===== config.mk =====
export PLATFORM = sky130hd
export DESIGN_NAME = pipe_ctrl
export DESIGN_NICKNAME = d
export VERILOG_FILES = /design/src/rtl/pipe_ctrl.sv
export SDC_FILE = /design/constraint.sdc
export NUM_CORES = 1
export LEC_CHECK = 0
export ABC_AREA = 1
export BUFFER_PORTS_ARGS = -buffer_cell sky130_fd_sc_hd__buf_2
export CORE_UTILIZATION = 40
export DETAILED_ROUTE_END_ITERATION = 8
export GPL_TIMING_DRIVEN = 0
export MAX_ROUTING_LAYER = met4
export PLACE_DENSITY_LB_ADDON = 0.15
export SYNTH_ARGS = -nofsm -noshare
export SYNTH_HDL_FRONTEND = slang
export SYNTH_SLANG_ARGS = --single-unit

===== constraint.sdc =====
create_clock -name clk -period 1.3 [get_ports clk]
set_input_delay 0.13 -clock clk [delete_from_list [all_inputs] [get_ports clk]]
set_output_delay 0.13 -clock clk [all_outputs]
set_load 0.005 [all_outputs]

===== src/rtl/pipe_ctrl.sv =====
// pipe_ctrl: five-stage pipeline stall/flush sequencer with stall watchdog; PIPE_CTRL_PERF_EN adds perf counters
module pipe_ctrl #(
  parameter int FLUSH_CYCLES = 1,
  parameter int STALL_LIMIT  = 1023,
  parameter int CNT_W        = 16
) (
  input  logic             clk,
  input  logic             rst,
  input  logic             stallreq_if,
  input  logic             stallreq_id,
  input  logic             stallreq_ex,
  input  logic             stallreq_mem,
  input  logic             excp_valid,
  input  logic [31:0]      excp_vector,
  input  logic             eret_valid,
  input  logic [31:0]      eret_pc,
  output logic [5:0]       stall,
  output logic             flush,
  output logic [31:0]      new_pc,
  output logic             stall_timeout,
  output logic             busy
`ifdef PIPE_CTRL_PERF_EN
  ,
  output logic [CNT_W-1:0] perf_stall_cycles,
  output logic [CNT_W-1:0] perf_flush_events
`endif
);
  typedef enum logic {RUN, FLUSH} state_t;
  state_t           state_q, state_d;
  logic [3:0]       fcnt_q, fcnt_d;
  logic [31:0]      pc_q, pc_d;
  logic [CNT_W-1:0] wd_q, wd_d;
  logic [5:0]       req_stall;
  logic             redirect;
  // state, flush down-counter, redirect target and watchdog registers
  always_ff @(posedge clk) begin
    if (rst) begin
      state_q <= RUN;
      fcnt_q  <= '0;
      pc_q    <= '0;
      wd_q    <= '0;
    end else begin
      state_q <= state_d;
      fcnt_q  <= fcnt_d;
      pc_q    <= pc_d;
      wd_q    <= wd_d;
    end
  end
  // next state: a committed exception (over ERET) in RUN opens a FLUSH_CYCLES-long flush window
  always_comb begin
    req_stall = stallreq_mem ? 6'b011111 : stallreq_ex ? 6'b001111 :
                stallreq_id  ? 6'b000111 : stallreq_if ? 6'b000011 : 6'b000000;
    redirect  = (state_q == RUN) && (excp_valid || eret_valid);
    state_d   = (state_q == RUN) ? (redirect ? FLUSH : RUN) : ((fcnt_q == 4'd0) ? RUN : FLUSH);
    fcnt_d    = (state_q == RUN) ? 4'(FLUSH_CYCLES - 1) : fcnt_q - 4'd1;
    pc_d      = redirect ? (excp_valid ? excp_vector : eret_pc) : pc_q;
    wd_d      = (stall == 6'd0) ? '0 : ((wd_q == CNT_W'(STALL_LIMIT)) ? wd_q : wd_q + CNT_W'(1));
  end
  // outputs: stalls only pass through in RUN; timeout fires on the cycle the watchdog reaches its limit
  always_comb begin
    stall         = (state_q == RUN) ? req_stall : 6'd0;
    flush         = (state_q == FLUSH);
    busy          = (state_q != RUN);
    new_pc        = pc_q;
    stall_timeout = (stall != 6'd0) && (wd_q == CNT_W'(STALL_LIMIT - 1));
  end
`ifdef PIPE_CTRL_PERF_EN
  // free-running wrap-around performance counters
  always_ff @(posedge clk) begin
    if (rst) begin
      perf_stall_cycles <= '0;
      perf_flush_events <= '0;
    end else begin
      perf_stall_cycles <= perf_stall_cycles + CNT_W'(stall != 6'd0);
      perf_flush_events <= perf_flush_events + CNT_W'(redirect);
    end
  end
`endif
endmodule

==> impl_metrics.yaml <==
logic_synthesis:
  synth_warn: 0
  synthDistinctLibCells: 34
  syn-cell-area_um2: 2650
  syn_avg_cell_area_um2: 8.230
  postSynthCellCount: 322
  syn-num-nets: 398
  seq_area_frac_synth_pct: 40.04
  synth.ff_latch_count: 53
global_routing:
  met3_global_route_usage_pct: 3.976
  number_of_global_route_vias_before_repair: 2396
  grt_antenna_before_repair: 0
  first_pass_grt_wire_length_um: 10540
  grt_max_degree: 20
  grt-ovfl-total: 0
  globalRoute.busiestLayer: "met2"
  met1_usage_pct: 23.74
  global_route.usage.total_pct: 18.87
  globalRouteMet2Util_pct: 30.63
floorplanning:
  floorplan.die_area_um2: 6955
  total_core_area_um2: 6386
  die_h_um: 83.40
  number_of_top_level_design_ports: 113
  number_of_placement_rows: 29
  start_util_pct: 41.50
  chipWidth_um: 83.40
route:
  routed_via_density: 4.899
  vias: 2572
  detail_route.first_pass.iterations: 4
  drt_drc_violations_left: 0
  drt_first_iter_violations: 92
  drtAntennaViolNets: 0
  routedWlPerCell_um: 12.04
  totalWireLength_um: 6321
worst_setup_path:
  r2r_slack_ns: 0.09
  rr_worst_depth: 8
  critPathRequiredTime_ns: 1.17
  crit_path_cell_trace: "nor2_4, nand2_4, nor2_8, nand4_1, nor2_1, buf_2"
  cp-startpoint: "wd_q[14]"
  nature_of_the_critical_path_endpoint: "primary output"
  worst_setup_path_start_kind: "register"
  timing.rr.end: "wd_q[1]"
  largest_incremental_delay_on_the_critical_path_ns: 0.36
  critical_path_class: "reg2out"
  cp.arrival_ns: 1.26
  worst_setup_path_endpoint: "stall_timeout"
  critical_path_peak_fanout: 4
  worstReg2RegStart: "wd_q[0]"
  worst_path_max_delay_cell: "sky130_fd_sc_hd__dfxtp_2"
timing:
  worst_slack_ns: -0.08779
  clock-skew-final_ns: 0.009692
  timing_max_transition_violations_final: 0
  final.min_clock_period_ns: 1.388
  post_route_fraction_of_the_period_consumed_by_the_critical_path_pct: 106.8
  hold_vio_cnt_final: 0
  fmaxAchievable_mhz: 720.6
  whs_ns: 0.09797
  rsz_0062_raised_after_global_routing: "true"
  setup_violations: 1
power:
  p_per_area_nw_per_um2: 986.8
  p_leak_nw: 1.691
  power.ir.vdd_worst_uv: 500.9
  design_power_total_mw: 3.509
clocking:
  cts_root_buffer: "sky130_fd_sc_hd__clkbuf_8"
  htreeDepth: 2
  clk_path_buf_depth: 2
  insertion_delay_ns: 0.31
  tritoncts: "done"
  cts.sink_count: 53
  cts.clk_slew.worst_paths_ns: 0.11
  clock_buffer_count_from_cts: 5
finish:
  area_of_the_multi_input_gates_um2: 1420
  antennaDiodeCount: 0
  post_route_cells_drive_above_1_share_pct: 44.20
  final-seq-area_um2: 1097
  area_of_all_placed_cells_without_fillers_um2: 3556
  synthToLayoutAreaGrowth_pct: 34.18
  layout.core_utilization_pct: 55.68
  mostFrequentLayoutCells: "sky130_fd_sc_hd__buf_2 (114), sky130_fd_sc_hd__a21oi_1 (42), sky130_fd_sc_hd__nand2_1 (37), sky130_fd_sc_hd__dfxtp_1 (36), sky130_fd_sc_hd__o21ai_0 (33)"
  num-fill-cells: 600
  finish.net_count: 523
  mostFrequentLayoutCell: "sky130_fd_sc_hd__buf_2"
run_status:
  outcome: "complete, but fails checks"
  failed_checks: "negative setup slack"
flow_run:
  drv.max_cap_violation_count: 0
placed_design:
  dp_worst_setup_slack_ns: -0.1195
  place_area_um2: 3297
  dp_hpwl_um: 4683
  gp_congestion: 0.7842
  numPortBuffers: 110
worst_hold_path:
  holdCritPathClass: "in2reg"
-- per-layer routing --
metal,vias to the layer above,wire length (µm)
met2,84,2858
li1,1334,-
met5,-,0
met3,8,322
met4,0,74
met1,1146,3065
-- per-stage QoR --
stage,cells,setup TNS [ns]
2_1_floorplan,322,0
3_3_place_gp,509,-1.006
3_5_place_dp,509,-1.158
4_1_cts,524,-0.09578
5_1_grt,525,-0.1605
6_report,525,-0.08779
-- Yosys cell counts (all sizes together) --
cell,number,area [µm²]
nand3,12,70.07
inv,26,97.59
ha,4,50.05
clkbuf,3,11.26
nand3b,2,15.01
mux2i,32,320.3
nor2,30,161.4
clkinv,3,21.27
a21oi,43,219.0
dfxtp,53,1061
a31oi,5,43.79
or2,3,18.77
nand2,47,212.7
conb,1,3.750
o21ai,37,188.9
xnor2,2,17.52
nand4,5,31.28
buf,14,106.4
-- worst min path at each step --
| stage | from | to | slack, ns | depth (start not counted) |
|---|---|---|---|---|
| 6_report | eret_pc[20] | new_pc[20] | 0.1 | 3 |
| 5_1_grt | eret_pc[5] | new_pc[5] | 0.10 | 3 |
| 4_1_cts | eret_pc[20] | new_pc[20] | 0.09 | 3 |
| 3_5_place_dp | rst | busy | 0.30 | 2 |
| 2_1_floorplan | rst | busy | 0.20 | 1 |
| 3_3_place_gp | rst | busy | 0.30 | 2 |
-- cell families after synthesis --
logic type,Yosys count,synth area share (%)
other,1,0.1415
flip-flops,53,40.04
buffers and inverters,46,8.923
AND/OR/NAND/NOR,99,19.22
adder cells (fa/ha/maj),4,1.889
multiplexers,32,12.09
XOR/XNOR,2,0.6611
AO/OA/AOI/OAI,85,17.04
-- report_power, final --
group	total (mW)	leakage [nW]	internal, mW	switching [mW]
registers	1.81	0.447	1.74	0.0661
clock network	1.01	0.0506	0.404	0.601
logic	0.692	1.19	0.344	0.348
-- critical path, delay by kind of cell (launching register included) --
| kind | cells | cell delay (ns) |
|---|---|---|
| buffers and inverters | 1 | 0.11 |
| flip-flops | 1 | 0.36 |
| AND/OR/NAND/NOR | 5 | 0.47 |
-- flip-flops by register name, indices dropped and copies added, names as in the netlist --
name and count:
wd_q 16, fcnt_q 4, new_pc 32, busy 1
-- cell type report --
type	count	area share [%]
Multi-Input combinational cell	224	39.94
Sequential cell	53	30.86
Timing Repair Buffer	117	17.03
Inverter	29	3.413
Buffer	17	3.308
Tap cell	77	2.709
Clock buffer	5	1.935
Clock inverter	3	0.8093
-- what timing repair did --
action                                  CTS  global route
endpoints found under the hold margin     1             0
gates resized for setup                  30            12
setup buffers                             6             0
hold buffers                              1             0
pin swaps                                 3             3
cloned                                    0             1
endpoints found under the setup margin   18            13
(Power assumes the default switching activity.)
